### src/rtl/keypad_if.sv
// rtl/keypad_if.sv - keypad matrix lines and decoded key event signals
//
// Signals:
//   row        keypad row lines into the scanner, active-high (row[3] = R0)
//   col        one-hot column drive from the scanner (col[3] = C0)
//   key_valid  one-cycle strobe for a clean single-key press
//   key_code   {row_idx, col_idx} of the accepted key, held between strobes
//   key_held   debounced state is non-zero
//   multi_err  debounced state has more than one key set
//
// Modports:
//   master  the scanner side (drives col and the key event outputs)
//   slave   the keypad/consumer side (drives row)

interface keypad_if;
  logic [3:0] row;
  logic [3:0] col;
  logic       key_valid;
  logic [3:0] key_code;
  logic       key_held;
  logic       multi_err;

  modport master (
    input  row,
    output col,
    output key_valid,
    output key_code,
    output key_held,
    output multi_err
  );

  modport slave (
    output row,
    input  col,
    input  key_valid,
    input  key_code,
    input  key_held,
    input  multi_err
  );
endinterface

### src/rtl/keypad_scanner.sv
// rtl/keypad_scanner.sv - column-scanning 4x4 keypad front end with sweep debouncing
//
// Parameters:
//   SCAN_TICKS    clock cycles each column is driven (>= 3, leaves room for the
//                 two-flop row synchroniser to settle after a column change)
//   DEBOUNCE_CNT  consecutive identical sweeps needed to accept a new state (>= 1)
//
// Ports:
//   clk  system clock, all state on the rising edge
//   rst  asynchronous active-high reset
//   kp   keypad_if.master: row in; col, key_valid, key_code, key_held,
//        multi_err out

module keypad_scanner #(
  parameter int SCAN_TICKS   = 4,
  parameter int DEBOUNCE_CNT = 3
) (
  input  logic     clk,
  input  logic     rst,
  keypad_if.master kp
);

  localparam int TW = (SCAN_TICKS > 1) ? $clog2(SCAN_TICKS) : 1;
  localparam int SW = $clog2(DEBOUNCE_CNT + 1);

  localparam logic [TW-1:0] LAST_TICK = TW'(SCAN_TICKS - 1);
  localparam logic [SW-1:0] STABLE_MAX = SW'(DEBOUNCE_CNT);

  // State value doubles as the current column index.
  typedef enum logic [1:0] {
    COL0 = 2'd0,
    COL1 = 2'd1,
    COL2 = 2'd2,
    COL3 = 2'd3
  } state_e;

  // --------------------------------------------------------------------------
  // Helpers
  // --------------------------------------------------------------------------
  function automatic logic [4:0] popcount16(input logic [15:0] v);
    logic [4:0] n;
    n = '0;
    for (int i = 0; i < 16; i++) begin
      n = n + {4'b0000, v[i]};
    end
    return n;
  endfunction

  // Only called on a one-hot vector, so priority order does not matter.
  function automatic logic [3:0] encode16(input logic [15:0] v);
    logic [3:0] idx;
    idx = '0;
    for (int i = 0; i < 16; i++) begin
      if (v[i]) begin
        idx = 4'(i);
      end
    end
    return idx;
  endfunction

  // --------------------------------------------------------------------------
  // State
  // --------------------------------------------------------------------------
  logic [3:0]    row_meta_q, row_s_q;
  state_e        state_q, state_d;
  logic [TW-1:0] tick_q, tick_d;
  logic [3:0]    col_q, col_d;
  logic [15:0]   snap_q, snap_d;
  logic [15:0]   prev_q, prev_d;
  logic [SW-1:0] stable_q, stable_d;
  logic [15:0]   deb_q, deb_d;
  logic [15:0]   deb_last_q;
  logic          key_valid_q, key_valid_d;
  logic [3:0]    key_code_q, key_code_d;
  logic          key_held_q, key_held_d;
  logic          multi_err_q, multi_err_d;

  logic [1:0]    col_idx;
  logic          sample;
  logic          sweep_end;
  logic [4:0]    deb_pop;

  assign col_idx = state_q;
  assign deb_pop = popcount16(deb_q);

  // --------------------------------------------------------------------------
  // Registers
  // --------------------------------------------------------------------------
  always_ff @(posedge clk or posedge rst) begin
    if (rst) begin
      row_meta_q  <= '0;
      row_s_q     <= '0;
      state_q     <= COL0;
      tick_q      <= '0;
      col_q       <= 4'b1000;
      snap_q      <= '0;
      prev_q      <= '0;
      stable_q    <= '0;
      deb_q       <= '0;
      deb_last_q  <= '0;
      key_valid_q <= 1'b0;
      key_code_q  <= '0;
      key_held_q  <= 1'b0;
      multi_err_q <= 1'b0;
    end else begin
      row_meta_q  <= kp.row;
      row_s_q     <= row_meta_q;
      state_q     <= state_d;
      tick_q      <= tick_d;
      col_q       <= col_d;
      snap_q      <= snap_d;
      prev_q      <= prev_d;
      stable_q    <= stable_d;
      deb_q       <= deb_d;
      deb_last_q  <= deb_q;
      key_valid_q <= key_valid_d;
      key_code_q  <= key_code_d;
      key_held_q  <= key_held_d;
      multi_err_q <= multi_err_d;
    end
  end

  // --------------------------------------------------------------------------
  // Scan FSM and snapshot capture
  // --------------------------------------------------------------------------
  always_comb begin
    state_d = state_q;
    tick_d  = tick_q + 1'b1;
    col_d   = col_q;
    snap_d  = snap_q;
    sample  = 1'b0;

    if (tick_q == LAST_TICK) begin
      sample = 1'b1;
      tick_d = '0;
      col_d  = {col_q[0], col_q[3:1]};
      // row_s[3-R] carries row R; it lands at snapshot bit 4*R + C.
      for (int r = 0; r < 4; r++) begin
        snap_d[{r[1:0], col_idx}] = row_s_q[3-r];
      end
      unique case (state_q)
        COL0:    state_d = COL1;
        COL1:    state_d = COL2;
        COL2:    state_d = COL3;
        COL3:    state_d = COL0;
        default: state_d = COL0;
      endcase
    end
  end

  assign sweep_end = sample && (state_q == COL3);

  // --------------------------------------------------------------------------
  // Sweep-level debouncing
  // --------------------------------------------------------------------------
  always_comb begin
    prev_d   = prev_q;
    stable_d = stable_q;
    deb_d    = deb_q;

    if (sweep_end) begin
      // snap_d is the completed sweep, including the column sampled now.
      prev_d = snap_d;
      if (snap_d == prev_q) begin
        stable_d = (stable_q == STABLE_MAX) ? stable_q : stable_q + 1'b1;
      end else begin
        stable_d = SW'(1);
      end
    end

    // prev_q holds the last completed sweep and only moves at sweep end, so
    // the partially rewritten snap_q of the sweep in progress is never loaded.
    if ((stable_q == STABLE_MAX) && (prev_q != deb_q)) begin
      deb_d = prev_q;
    end
  end

  // --------------------------------------------------------------------------
  // Key events
  // --------------------------------------------------------------------------
  always_comb begin
    // A strobe needs the previous debounced state to be empty; deb_last_q
    // catches up one cycle later, so the strobe is exactly one cycle wide and
    // a multi -> single transition never strobes.
    key_valid_d = (deb_last_q == 16'h0000) && (deb_pop == 5'd1);
    key_code_d  = key_valid_d ? encode16(deb_q) : key_code_q;
    key_held_d  = (deb_q != 16'h0000);
    multi_err_d = (deb_pop > 5'd1);
  end

  assign kp.col       = col_q;
  assign kp.key_valid = key_valid_q;
  assign kp.key_code  = key_code_q;
  assign kp.key_held  = key_held_q;
  assign kp.multi_err = multi_err_q;

endmodule

### src/flat_wrapper.sv
// flat-port wrapper written by rule: the top's interface ports become plain ports
module keypad_scanner_flat 
#(
  parameter int SCAN_TICKS   = 4,
  parameter int DEBOUNCE_CNT = 3
)
  (clk, rst, kp_row, kp_col, kp_key_valid, kp_key_code, kp_key_held, kp_multi_err);
  keypad_if kp_i ();
  input  logic clk;
  input  logic rst;
  input wire logic [$bits(kp_i.row)-1:0] kp_row;
  output wire logic [$bits(kp_i.col)-1:0] kp_col;
  output wire logic [$bits(kp_i.key_valid)-1:0] kp_key_valid;
  output wire logic [$bits(kp_i.key_code)-1:0] kp_key_code;
  output wire logic [$bits(kp_i.key_held)-1:0] kp_key_held;
  output wire logic [$bits(kp_i.multi_err)-1:0] kp_multi_err;
  assign kp_i.row = kp_row;
  assign kp_col = kp_i.col;
  assign kp_key_valid = kp_i.key_valid;
  assign kp_key_code = kp_i.key_code;
  assign kp_key_held = kp_i.key_held;
  assign kp_multi_err = kp_i.multi_err;
  keypad_scanner #(.SCAN_TICKS(SCAN_TICKS), .DEBOUNCE_CNT(DEBOUNCE_CNT)) u_core (.clk(clk), .rst(rst), .kp(kp_i));
endmodule
### config.mk
export PLATFORM = sky130hd
export DESIGN_NAME = keypad_scanner_flat
export DESIGN_NICKNAME = d
export VERILOG_FILES = /design/src/rtl/keypad_if.sv /design/src/rtl/keypad_scanner.sv /design/src/flat_wrapper.sv
export SDC_FILE = /design/constraint.sdc
export NUM_CORES = 1
export LEC_CHECK = 0
export ABC_CLOCK_PERIOD_IN_PS = 8000
export BUFFER_PORTS_ARGS = -buffer_cell sky130_fd_sc_hd__buf_4
export CAP_MARGIN = 20
export CORE_AREA = 2 2 94 141
export CTS_CLUSTER_DIAMETER = 30
export DETAILED_ROUTE_END_ITERATION = 10
export DIE_AREA = 0 0 96 143
export GPL_ROUTABILITY_DRIVEN = 0
export PLACE_DENSITY_LB_ADDON = 0.3
export SYNTH_ARGS = -nofsm -noshare
export SYNTH_HDL_FRONTEND = slang
export SYNTH_SLANG_ARGS = --single-unit
### constraint.sdc
create_clock -name clk -period 8 [get_ports clk]
set_clock_uncertainty 0.2 [all_clocks]
set_input_delay 0.4 -clock clk [delete_from_list [all_inputs] [get_ports clk]]
set_output_delay 0.4 -clock clk [all_outputs]
set_load 0.02 [all_outputs]
# Word level (Yosys, flattened, before mapping)
# Index checks and enable logic that the tools add are counted.
totals:
  regBits: 89
  in_bits: 6
  out_inout_bits: 11
op_classes:
  add_sub_neg: 17
  n_lt_le_gt_ge: 9
  n_eq_ne: 9
  muxes: 33
  reduce_logical: 11
ops:
  columns: ["cell", "n"]
  rows:
  - ["5-bit by 1-bit adder with 5-bit output", 14]
  - ["16-bit bitwise mux", 4]
  - ["4-bit two-way mux", 8]
  - ["16-bit equality test", 1]
  - ["16-bit zero test", 1]
  - ["16-bit two-way mux", 1]
  - ["16-bit != test", 1]
  - ["16-bit nonzero test", 1]
  - ["3-bit two-way mux", 4]
  - ["4-bit by 5-bit < comparator with 1-bit output (second input constant)", 2]
  - ["2-bit two-way mux", 5]
  - ["1-bit demux with 2-bit select", 4]
  - ["2-bit equality test (second input constant)", 4]
  - ["4-bit by 1-bit greater-or-equal comparator with 1-bit output (second input constant)", 2]
  - ["2-bit one-hot mux with 4 select lines", 1]
  - ["1-bit logical AND", 7]
  - ["1-bit two-way mux", 6]
  - ["5-bit by 1-bit equality test with 1-bit output (second input constant)", 1]
  - ["5-bit by 1-bit greater-than comparator with 1-bit output (second input constant)", 1]
  - ["2-bit by 5-bit < comparator with 1-bit output (second input constant)", 1]
  - ["3-bit by 5-bit < comparator with 1-bit output (second input constant)", 1]
  - ["2-bit by 1-bit adder with 2-bit output (second input constant)", 2]
  - ["3-bit by 1-bit greater-or-equal comparator with 1-bit output (second input constant)", 1]
  - ["1-bit by 1-bit adder with 2-bit output", 1]
  - ["5 further kinds", 5]

# Depth between registers and ports, before layout
# Gate-level depths: netlist (run 1).
logic_depth:
  ltp_word: 17
  mapped_depth: 17
  ltp_nobuf: 17

# Least setup slack after synthesis (run 1)
# No wires, ideal clock.
synth_path:
  path_type: "reg2reg"
  startpoint: "register u_core.deb_q[1]"
  endpoint: "register u_core.key_code_q[1], in the netlist u_core.kp.key_code[1]"
  setup_ns: 0.125
  t_arrival_ns: 4.511
  required_ns: 7.675
  setup_slack_ns: 3.165
  stages_incl_launch_ff: 16
  n_path_buf: 0
  synth_period_minus_slack_ns: 4.835
  path_cell_list: "dfrtp_1 inv_1 ha_1 inv_1 fa_1 fa_1 fa_1 fa_1 inv_1 fa_1 inv_1 fa_1 a2111oi_0 o211ai_1 nor2_1 mux2_2"
synth_via:
  elab_chain_cells: 17
synth_lines:
  columns: ["item", "line", "rtl"]
  rows:
  - ["from (decl)", "keypad_scanner.sv:71", "logic [15:0] deb_q, deb_d;"]
  - ["from (signal assigned)", "keypad_scanner.sv:99", "deb_q <= '0;"]
  - ["from (signal assigned)", "keypad_scanner.sv:114", "deb_q <= deb_d;"]
  - ["1-bit by 1-bit adder with 2-bit output", "keypad_scanner.sv:44", "n = n + {4'b0000, v[i]};"]
  - ["5-bit by 1-bit adder with 5-bit output (14 in a row)", "keypad_scanner.sv:44", null]
  - ["5-bit by 1-bit equality test with 1-bit output", "keypad_scanner.sv:185", "key_valid_d = (deb_last_q == 16'h0000) && (deb_pop == 5'd1);"]
  - ["1-bit logical AND", "keypad_scanner.sv:185", null]
  - ["via u_core.key_valid_d", "keypad_scanner.sv:73", "logic key_valid_q, key_valid_d;"]
  - ["to (signal assigned)", "keypad_scanner.sv:117", "key_code_q <= key_code_d;"]
  - ["to (decl)", "keypad_scanner.sv:74", "logic [3:0] key_code_q, key_code_d;"]
# The timed path passes the listed nets, and every way through them passes these cells.
# A chain may end at the register's enable or synchronous reset.

# Worst setup path in the final report (run 1)
layout_path:
  startpoint: "register u_core.deb_q[0]"
  endpoint: "register u_core.key_code_q[1], in the netlist u_core.kp.key_code[1]"
# The elaborated chain is that of the path after synthesis.

==> flow_metrics.env, run 1 <==
export IMPL_netlist_area_um2=4300
export IMPL_die_w_um=96
export IMPL_vias=2765
export IMPL_grt_max_degree=64
export IMPL_hold_path_class="reg2reg"
export IMPL_cpPeakStageDelay_ns=0.55
export IMPL_drive_above_1_share_pct=16.4
export IMPL_clockRootBuffer="clkbuf_16"
export IMPL_period_minus_slack_ns=5.14
export IMPL_synthTopCellsByCount="dfrtp_1, nand2_1, inv_1, xnor2_1, mux2_2"
export IMPL_wire_per_inst_um=16.1
export IMPL_vias_per_cell=4.95
export IMPL_tightest_slew_ns=1.04
export IMPL_ctsResizeCount=0
export IMPL_ys_ff_latch=89
export IMPL_start_kind="flop"
export IMPL_setup_viol=0
export IMPL_power_density_nw_per_um2=189
export IMPL_crit_path_frequent_cell="fa_1"
export IMPL_cp_cell_sequence="inv_1, ha_1, inv_1, fa_1, fa_1, fa_1, fa_1, inv_1, fa_1, inv_1, fa_1, a2111oi_0, o211ai_1, nor2_1, mux2_2"
export IMPL_hpwl_um=6550
export IMPL_die_y_um=143
export IMPL_grt_overflow_total=0
export IMPL_synth_warnings=0
export IMPL_h_tree_depth=3
export IMPL_synth_top_area_share_pct=51.2
export IMPL_synthesis_nets=410
export IMPL_diodes=0
export IMPL_synth_area_leaders="dfrtp_1, mux2_2, xnor2_1, fa_1, nand2_1"
export IMPL_numClockSinks=89
export IMPL_avgSynthCellArea_um2=11.3
export IMPL_rsz0062_at_grt="no"
export IMPL_worst_setup_path_type="reg2reg"
export IMPL_routed_wl_um=9000
export IMPL_antenna_found_initial=0
export IMPL_drtAntennaViolNets=0
export IMPL_status="finished, final reports clean"
export IMPL_drtPass1Iterations=4
export IMPL_final_max_slew_violation_count=0
export IMPL_crit_required_ns=8.03
export IMPL_syn_inst=381
export IMPL_critPathSlowestCell="fa_1"
export IMPL_cts_setup_buffers=0
export IMPL_grt_pass1_wl_um=14900
export IMPL_areaGrowthSynthToFinish_pct=13.5
export IMPL_portBuffers=16
export IMPL_fillers=1211
export IMPL_grt_use_total_pct=14.5
export IMPL_rows=50
export IMPL_critical_path_arrival_ns=5.16
export IMPL_drv_cap=0
export IMPL_fmax_ghz=0.195
export IMPL_worstPathMaxFanout=8
export IMPL_cts_path_max_buffers=2
export IMPL_hold_violations=0
export IMPL_cts_inserted_buffers=9
export IMPL_timing_final_crit_share_pct=64.2
export IMPL_ys_async_sr_fraction_pct=100
export IMPL_start_util_pct=34.6
export IMPL_top_level_ports=17
export IMPL_worstSkewPairLatency_ns=0.34
export IMPL_synthFlopType="dfrtp_1"
export IMPL_finalPower_mw=0.925
export IMPL_drc=0
export IMPL_slew_headroom_pct=30.4
export IMPL_p_leak_nw=2.25
export IMPL_cts_tree="built"
export IMPL_drtIter0Drc=109
export IMPL_core_area_um2=12400
export IMPL_cp_end_kind="flop"
export IMPL_ir_drop_mv=0.110
export IMPL_yosysSeqAreaShare_pct=51.8
export IMPL_hold_buffers=5
export IMPL_ys_types=52
export IMPL_fin_tns_setup_ns=0
export IMPL_yosysMostFrequentCell="dfrtp_1"
export IMPL_grt_pass1_vias=2953
export IMPL_final_nets=427
export IMPL_yosysTopAreaCell="dfrtp_1"
export IMPL_synth_edf_count=0
export IMPL_worst_setup_hold_path_clk_slew_ns=0.06
export IMPL_die_area_um2=13700
final timing paths:
check / slack (ns) / start / depth (start not counted) / endpoint
max: 2.86 / u_core.deb_q[0] / 15 / u_core.kp.key_code[1]
min: 0.15 / u_core.row_meta_q[1] / 0 / u_core.row_s_q[1]
max reg2reg: 2.86 / u_core.deb_q[0] / 15 / u_core.kp.key_code[1]
min reg2reg: 0.15 / u_core.row_meta_q[1] / 0 / u_core.row_s_q[1]
max in group asynchronous: 6.10 / rst / 4 / u_core.prev_q[10]
min in group asynchronous: 0.39 / rst / 3 / u_core.deb_q[7]
state kept, by name, summed over array words and instances, names as in the netlist:
signal and count:
u_core.deb_last_q 16, u_core.deb_q 16, u_core.prev_q 16, u_core.snap_q 16, u_core.kp.col 4, u_core.kp.key_code 4, u_core.row_meta_q 4, u_core.row_s_q 4
u_core.col_idx 2, u_core.stable_q 2, u_core.tick_q 2, u_core.kp.key_held 1, u_core.kp.key_valid 1, u_core.kp.multi_err 1
critical path: cells and delay by family, from the launching register on:
kind                     cells  cell delay [ns]
adder cells (fa/ha/maj)      7             2.80
AO/OA/AOI/OAI                2             0.56
flip-flops                   1             0.42
AND/OR/NAND/NOR              1             0.40
multiplexers                 1             0.39
buffers and inverters        4             0.27
layout make-up:
class,instances,area (um2),share of cell area (%)
Tap cell,156,195,4.00
Inverter,41,156,3.20
Timing Repair Buffer,22,178,3.64
Clock inverter,3,15.0,0.307
Clock buffer,13,260,5.33
Multi-Input combinational cell,235,1850,37.9
Sequential cell,89,2230,45.6
layer usage:
metal	share of wire, %	GRT usage, %	up-vias
li1	-	-	1308
met4	5.5	11.3	0
met3	2.6	1.85	31
met2	53	24.7	59
met1	39	16.0	1367
met5	0	0	-
power by group:
group | switching [mW] | internal (mW) | total, mW
registers | 0.0153 | 0.463 | 0.478
clock network | 0.167 | 0.226 | 0.393
logic | 0.0287 | 0.0245 | 0.0532
total | 0.211 | 0.713 | 0.925
kinds of logic after synthesis:
family,share of synthesized area (%)
AND/OR/NAND/NOR,11.5
AO/OA/AOI/OAI,8.64
buffers and inverters,5.18
multiplexers,7.94
flip-flops,51.8
adder cells (fa/ha/maj),8.43
XOR/XNOR,6.51
cells in the final DEF, fill, tap and decap left out, types with 6 or more instances in the layout:
| cell type | instances |
|---|---|
| xor2_1 | 6 |
| buf_4 | 17 |
| nand4_1 | 7 |
| mux2i_1 | 6 |
| mux2_2 | 25 |
| xnor2_1 | 26 |
| nor2_1 | 9 |
| nand3_1 | 6 |
| fa_1 | 10 |
| ha_1 | 13 |
| nor2b_1 | 7 |
| inv_1 | 40 |
| nand2_1 | 49 |
| dfrtp_1 | 88 |
| clkbuf_16 | 9 |
| o21ai_0 | 16 |
through the flow:
step                util [%]  setup WS, ns  hold slack [ns]  cell area, um2  std cells
floorplan                  -          3.16            0.131            4300        381
global route            39.2          2.70            0.158            4880        559
detailed placement      36.6          2.85            0.135            4560        538
finish                  39.2          2.86            0.147            4880        559
CTS                     39.2          2.83            0.148            4880        559
global placement        36.6          2.97            0.134            4560        538
No activity file was read; power rests on OpenSTA's default activity.
==> run 2, diff against run 1 <==
ABC_AREA = 1   (was unset)
ABC_CLOCK_PERIOD_IN_PS = 5300   (was 8000)
CORE_AREA = 2 2 93 139   (was 2 2 94 141)
DIE_AREA = 0 0 95 141   (was 0 0 96 143)
clock period = 5.3 ns   (was 8 ns; I/O delays follow)
==> flow_metrics.env, run 2 <==
export IMPL_syn_inst=438
export IMPL_cpPeakStageDelay_ns=0.54
export IMPL_timing_final_crit_share_pct=91.5
export IMPL_dp_slack_ns=0.428
export IMPL_hold_path_class="reg2reg"
export IMPL_start_util_pct=33.8
export IMPL_setup_viol=0
export IMPL_grt_pass1_wl_um=14000
export IMPL_yosysTopAreaCell="dfrtp_1"
export IMPL_worst_setup_path_type="reg2reg"
export IMPL_yosysMostFrequentCell="nand2_1"
export IMPL_drive_above_1_share_pct=12.4
export IMPL_crit_required_ns=5.34
export IMPL_wire_per_inst_um=13.1
export IMPL_antenna_found_initial=0
export IMPL_avgSynthCellArea_um2=9.52
export IMPL_drtAntennaViolNets=0
export IMPL_crit_path_frequent_cell="fa_1"
export IMPL_routed_wl_um=8150
export IMPL_fin_ws_ns=0.451
export IMPL_grt_max_degree=51
export IMPL_numClockSinks=89
export IMPL_cp_end_kind="flop"
export IMPL_slew_headroom_pct=45.8
export IMPL_worstSkewPairLatency_ns=0.35
export IMPL_fmax_ghz=0.206
export IMPL_worst_setup_hold_path_clk_slew_ns=0.07
export IMPL_final_nets=492
export IMPL_drtPass1Iterations=5
export IMPL_grt_pass1_vias=2817
export IMPL_rsz0062_at_grt="no"
export IMPL_critical_path_arrival_ns=4.89
export IMPL_die_area_um2=13400
export IMPL_synthesis_nets=467
export IMPL_critPathSlowestCell="fa_1"
export IMPL_fin_tns_setup_ns=0
export IMPL_power_density_nw_per_um2=290
export IMPL_grt_use_total_pct=13.9
export IMPL_worstHoldStart="u_core.row_meta_q[0]"
export IMPL_netlist_area_um2=4170
export IMPL_h_tree_depth=3
export IMPL_regArea_um2=2230
export IMPL_core_area_um2=12300
export IMPL_synth_top_area_share_pct=52.8
export IMPL_multi_input_area_um2=1660
export IMPL_fillers=1202
export IMPL_synthTopCellsByCount="nand2_1, dfrtp_1, inv_1, o21ai_0, nor2_1"
export IMPL_rows=50
export IMPL_drc=0
export IMPL_synth_area_leaders="dfrtp_1, nand2_1, inv_1, fa_1, o21ai_0"
export IMPL_cp_cell_sequence="inv_1, ha_1, inv_1, fa_1, fa_1, fa_1, fa_1, inv_1, fa_1, inv_1, fa_1, a211o_1, nand2_1, o211ai_1, nor2_1, inv_1, nor2_1, a21oi_1"
export IMPL_diodes=0
export IMPL_vias_per_cell=4.61
export IMPL_synthFlopType="dfrtp_1"
export IMPL_reg2reg_slack_ns=0.45
export IMPL_cts_path_max_buffers=2
export IMPL_cts_setup_buffers=0
export IMPL_drtIter0Drc=121
export IMPL_final_max_slew_violation_count=0
export IMPL_grt_overflow_total=0
export IMPL_ir_drop_mv=0.161
export IMPL_status="finished, final reports clean"
export IMPL_worstPathMaxFanout=7
export IMPL_drv_cap=0
export IMPL_cts_tree="built"
export IMPL_ys_async_sr_fraction_pct=100
export IMPL_start_kind="flop"
export IMPL_vias=2878
export IMPL_hold_violations=0
export IMPL_hpwl_um=6160
export IMPL_p_leak_nw=2.36
export IMPL_synth_edf_count=0
export IMPL_startpoint="u_core.deb_q[1]"
export IMPL_tightest_slew_ns=0.811
export IMPL_die_w_um=95
export IMPL_clockRootBuffer="clkbuf_16"
export IMPL_final_cell_mix="nand2_1, dfrtp_1, inv_1, o21ai_0, nor2_1"
export IMPL_die_y_um=141
export IMPL_period_minus_slack_ns=4.85
export IMPL_timing_rr_start="u_core.deb_q[1]"
export IMPL_ys_ff_latch=89
export IMPL_layout_commonest_cell="nand2_1"
export IMPL_synth_warnings=0
export IMPL_areaGrowthSynthToFinish_pct=14.8
export IMPL_cts_inserted_buffers=9
export IMPL_portBuffers=16
export IMPL_ys_types=33
export IMPL_yosysSeqAreaShare_pct=53.5
export IMPL_top_level_ports=17
==> run 2: kinds of logic after synthesis <==
logic type,count (synthesis),synth area share (%)
DFF,89,53.5
xor gates and xnor gates,17,3.57
and+or+nand+nor,179,19.0
AOI/OAI and AO/OA,60,8.62
adders and majority gates,23,8.71
buffers and inverters,70,6.60
==> run 2: final timing paths <==
path	to	cells after the start
setup / recovery	u_core.kp.key_code[0]	18
hold reg to reg	u_core.row_s_q[0]	0
min in group asynchronous	u_core.row_meta_q[3]	3
max in group asynchronous	u_core.deb_q[11]	4
hold / removal	u_core.row_s_q[0]	0
setup reg to reg	u_core.kp.key_code[0]	18
==> run 2: worst max-delay path, delay by kind of cell, from the launching register on <==
family                   cells  cell delay [ns]
AO/OA/AOI/OAI                3             0.41
flip-flops                   1             0.44
adder cells (fa/ha/maj)      7             2.81
buffers and inverters        5             0.37
AND/OR/NAND/NOR              3             0.51
==> run 2: power by group <==
part | internal, mW | leakage, nW | switching, mW
combinational | 0.0266 | 1.09 | 0.0510
clock | 0.331 | 0.135 | 0.271
sequential | 0.697 | 1.14 | 0.00878
total | 1.05 | 2.36 | 0.331
==> run 2: through the flow <==
step	area (um2)	hold slack (ns)	std cells	utilization, %	power [mW]
final	4780	0.147	624	38.8	1.39
after global routing	4780	0.156	624	38.8	1.45
after CTS	4780	0.149	624	38.8	1.40
after detailed placement	4450	0.136	603	36.1	0.795
after global placement	4450	0.131	603	36.1	0.793
after floorplan	4170	0.0964	438	-	0.772
==> run 2: what timing repair did <==
| action | CTS | global route |
|---|---|---|
| hold buffers | 5 | 0 |
| endpoints found under the hold margin | 42 | 0 |
| gates resized for setup | 0 | 0 |
==> run 2: area by class of cell <==
class	count	share of cell area [%]
inverter	62	4.94
sequential	89	46.6
timing repair buffer	22	3.71
clock buffer	10	5.00
tap	156	4.08
multi-input combinational	279	34.8
clock inverter	6	0.889
==> run 2: metal layers <==
| layer | vias up | track usage, % | part of all wire, % |
|---|---|---|---|
| met4 | 0 | 6.56 | 3.4 |
| li1 | 1442 | - | - |
| met2 | 43 | 23.4 | 53 |
| met3 | 17 | 3.85 | 3.1 |
| met5 | - | 0 | 0 |
| met1 | 1376 | 16.2 | 41 |
==> run 3, diff against run 2 <==
CELL_PAD_IN_SITES_DETAIL_PLACEMENT = 2   (was unset)
CELL_PAD_IN_SITES_GLOBAL_PLACEMENT = 2   (was unset)
==> flow_metrics.env, run 3 (synthesis results as in run 2) <==
export IMPL_slew_headroom_pct=38.8
export IMPL_timing_final_crit_share_pct=93.8
export IMPL_final_nets=492
export IMPL_critPathTopFamily="adder cells"
export IMPL_grt_pass1_wl_um=17400
export IMPL_p_leak_nw=2.37
export IMPL_cts_tree="built"
export IMPL_cpPeakStageDelay_ns=0.54
export IMPL_grt_max_degree=65
export IMPL_grt_busiest_layer="met2"
export IMPL_start_kind="flop"
export IMPL_drtAntennaViolNets=0
export IMPL_portBuffers=16
export IMPL_fin_tns_setup_ns=0
export IMPL_period_minus_slack_ns=4.97
export IMPL_worst_setup_path_type="reg2reg"
export IMPL_grt_met3_usage_pct=2.08
export IMPL_diodes=0
export IMPL_setup_viol=0
export IMPL_vias_per_cell=4.82
export IMPL_grt_use_total_pct=17.4
export IMPL_h_tree_depth=3
export IMPL_areaGrowthSynthToFinish_pct=15.6
export IMPL_cts_inserted_buffers=9
export IMPL_ctsResizeCount=0
export IMPL_rsz0062_at_grt="no"
export IMPL_routed_wl_um=10400
export IMPL_cp_cell_sequence="inv_1, ha_1, inv_1, fa_1, fa_1, fa_1, fa_1, inv_1, fa_1, inv_1, fa_1, inv_1, nor3_1, o211ai_1, nor2_1, inv_1, nor2_1, a21oi_1"
export IMPL_worstHoldStart="u_core.row_meta_q[3]"
export IMPL_grt_util_met1_pct=18.5
export IMPL_cts_setup_buffers=0
export IMPL_hpwl_um=7790
export IMPL_drtIter0Drc=92
export IMPL_grt_overflow_total=0
export IMPL_finalPower_mw=1.45
export IMPL_place_area_um2=4450
export IMPL_rows=50
export IMPL_top_level_ports=17
export IMPL_clockRootBuffer="clkbuf_16"
export IMPL_die_area_um2=13400
export IMPL_start_util_pct=33.8
export IMPL_die_w_um=95
export IMPL_core_area_um2=12300
export IMPL_ir_drop_mv=0.135
export IMPL_critical_path_arrival_ns=5.00
export IMPL_startpoint="u_core.deb_q[1]"
export IMPL_fillers=1357
export IMPL_worst_setup_hold_path_clk_slew_ns=0.07
export IMPL_dp_slack_ns=0.279
export IMPL_placed_cells=603
export IMPL_hold_path_class="reg2reg"
export IMPL_final_cell_mix="nand2_1, dfrtp_1, inv_1, o21ai_0, nor2_1"
export IMPL_hold_violations=0
export IMPL_grt_pass1_vias=3476
export IMPL_multi_input_area_um2=1660
export IMPL_critPathSlowestCell="fa_1"
export IMPL_drc=0
export IMPL_die_y_um=141
export IMPL_cts_path_max_buffers=2
export IMPL_fmax_ghz=0.201
export IMPL_fin_ws_ns=0.331
export IMPL_worst_hold_slack_ns=0.149
export IMPL_grt_use_met2_pct=32.6
export IMPL_reg2reg_slack_ns=0.33
export IMPL_status="finished, final reports clean"
export IMPL_cp_num_buf_inv=6
export IMPL_drv_cap=0
export IMPL_vias=3008
export IMPL_regArea_um2=2230
export IMPL_power_density_nw_per_um2=302
export IMPL_design_area_um2=4820
export IMPL_timing_rr_start="u_core.deb_q[1]"
export IMPL_finalNonFillerCells=624
export IMPL_antenna_found_initial=0
export IMPL_numClockSinks=89
export IMPL_final_max_slew_violation_count=0
export IMPL_drtPass1Iterations=4
export IMPL_crit_required_ns=5.33
export IMPL_wire_per_inst_um=16.6
export IMPL_postLayoutCoreUtil_pct=39.1
export IMPL_worstPathMaxFanout=7
export IMPL_worstSkewPairLatency_ns=0.34
export IMPL_cp_end_kind="flop"
export IMPL_layout_commonest_cell="nand2_1"
export IMPL_tightest_slew_ns=0.916
export IMPL_drive_above_1_share_pct=12.4
## run 3: final cells by class
| type | instances | area share, % |
|---|---|---|
| tap | 156 | 4.05 |
| clock inverter | 5 | 1.27 |
| clock buffer | 11 | 5.25 |
| inverter | 62 | 4.91 |
| timing repair buffer | 22 | 3.69 |
| multi-input combinational | 279 | 34.6 |
| sequential | 89 | 46.3 |
## run 3: layer usage
metal  vias up  share of wire (%)
li1       1438                  -
met1      1520                 39
met2        30                 57
met3        20                1.5
met4         0                3.2
met5         -                  0
## run 3: worst paths after layout
kind                                         end  depth (start not counted)
hold / removal                 u_core.row_s_q[3]                          0
max in group asynchronous  u_core.kp.key_code[3]                          4
hold reg to reg                u_core.row_s_q[3]                          0
setup reg to reg           u_core.kp.key_code[0]                         18
setup / recovery           u_core.kp.key_code[0]                         18
min in group asynchronous       u_core.snap_q[7]                          3
## run 3: power by group
| part | internal (mW) | switching [mW] | total (mW) |
|---|---|---|---|
| registers | 0.697 | 0.00982 | 0.706 |
| logic | 0.0266 | 0.0541 | 0.0807 |
| clock network | 0.393 | 0.273 | 0.666 |
## run 3: worst reg2reg max path: stages, from the launching register on
cell      delay [ns]
dfrtp_1         0.47
inv_1           0.08
ha_1            0.27
inv_1           0.04
fa_1            0.46
fa_1            0.49
fa_1            0.54
fa_1            0.41
inv_1           0.08
fa_1            0.19
inv_1           0.07
fa_1            0.53
inv_1           0.05
nor3_1          0.17
o211ai_1        0.15
nor2_1          0.36
inv_1           0.14
nor2_1          0.11
a21oi_1         0.07
## run 3: repair_timing
item	4_1_cts	5_1_grt
endpoints found under the setup margin	0	0
hold buffers	5	0
hold endpoints to repair	29	0
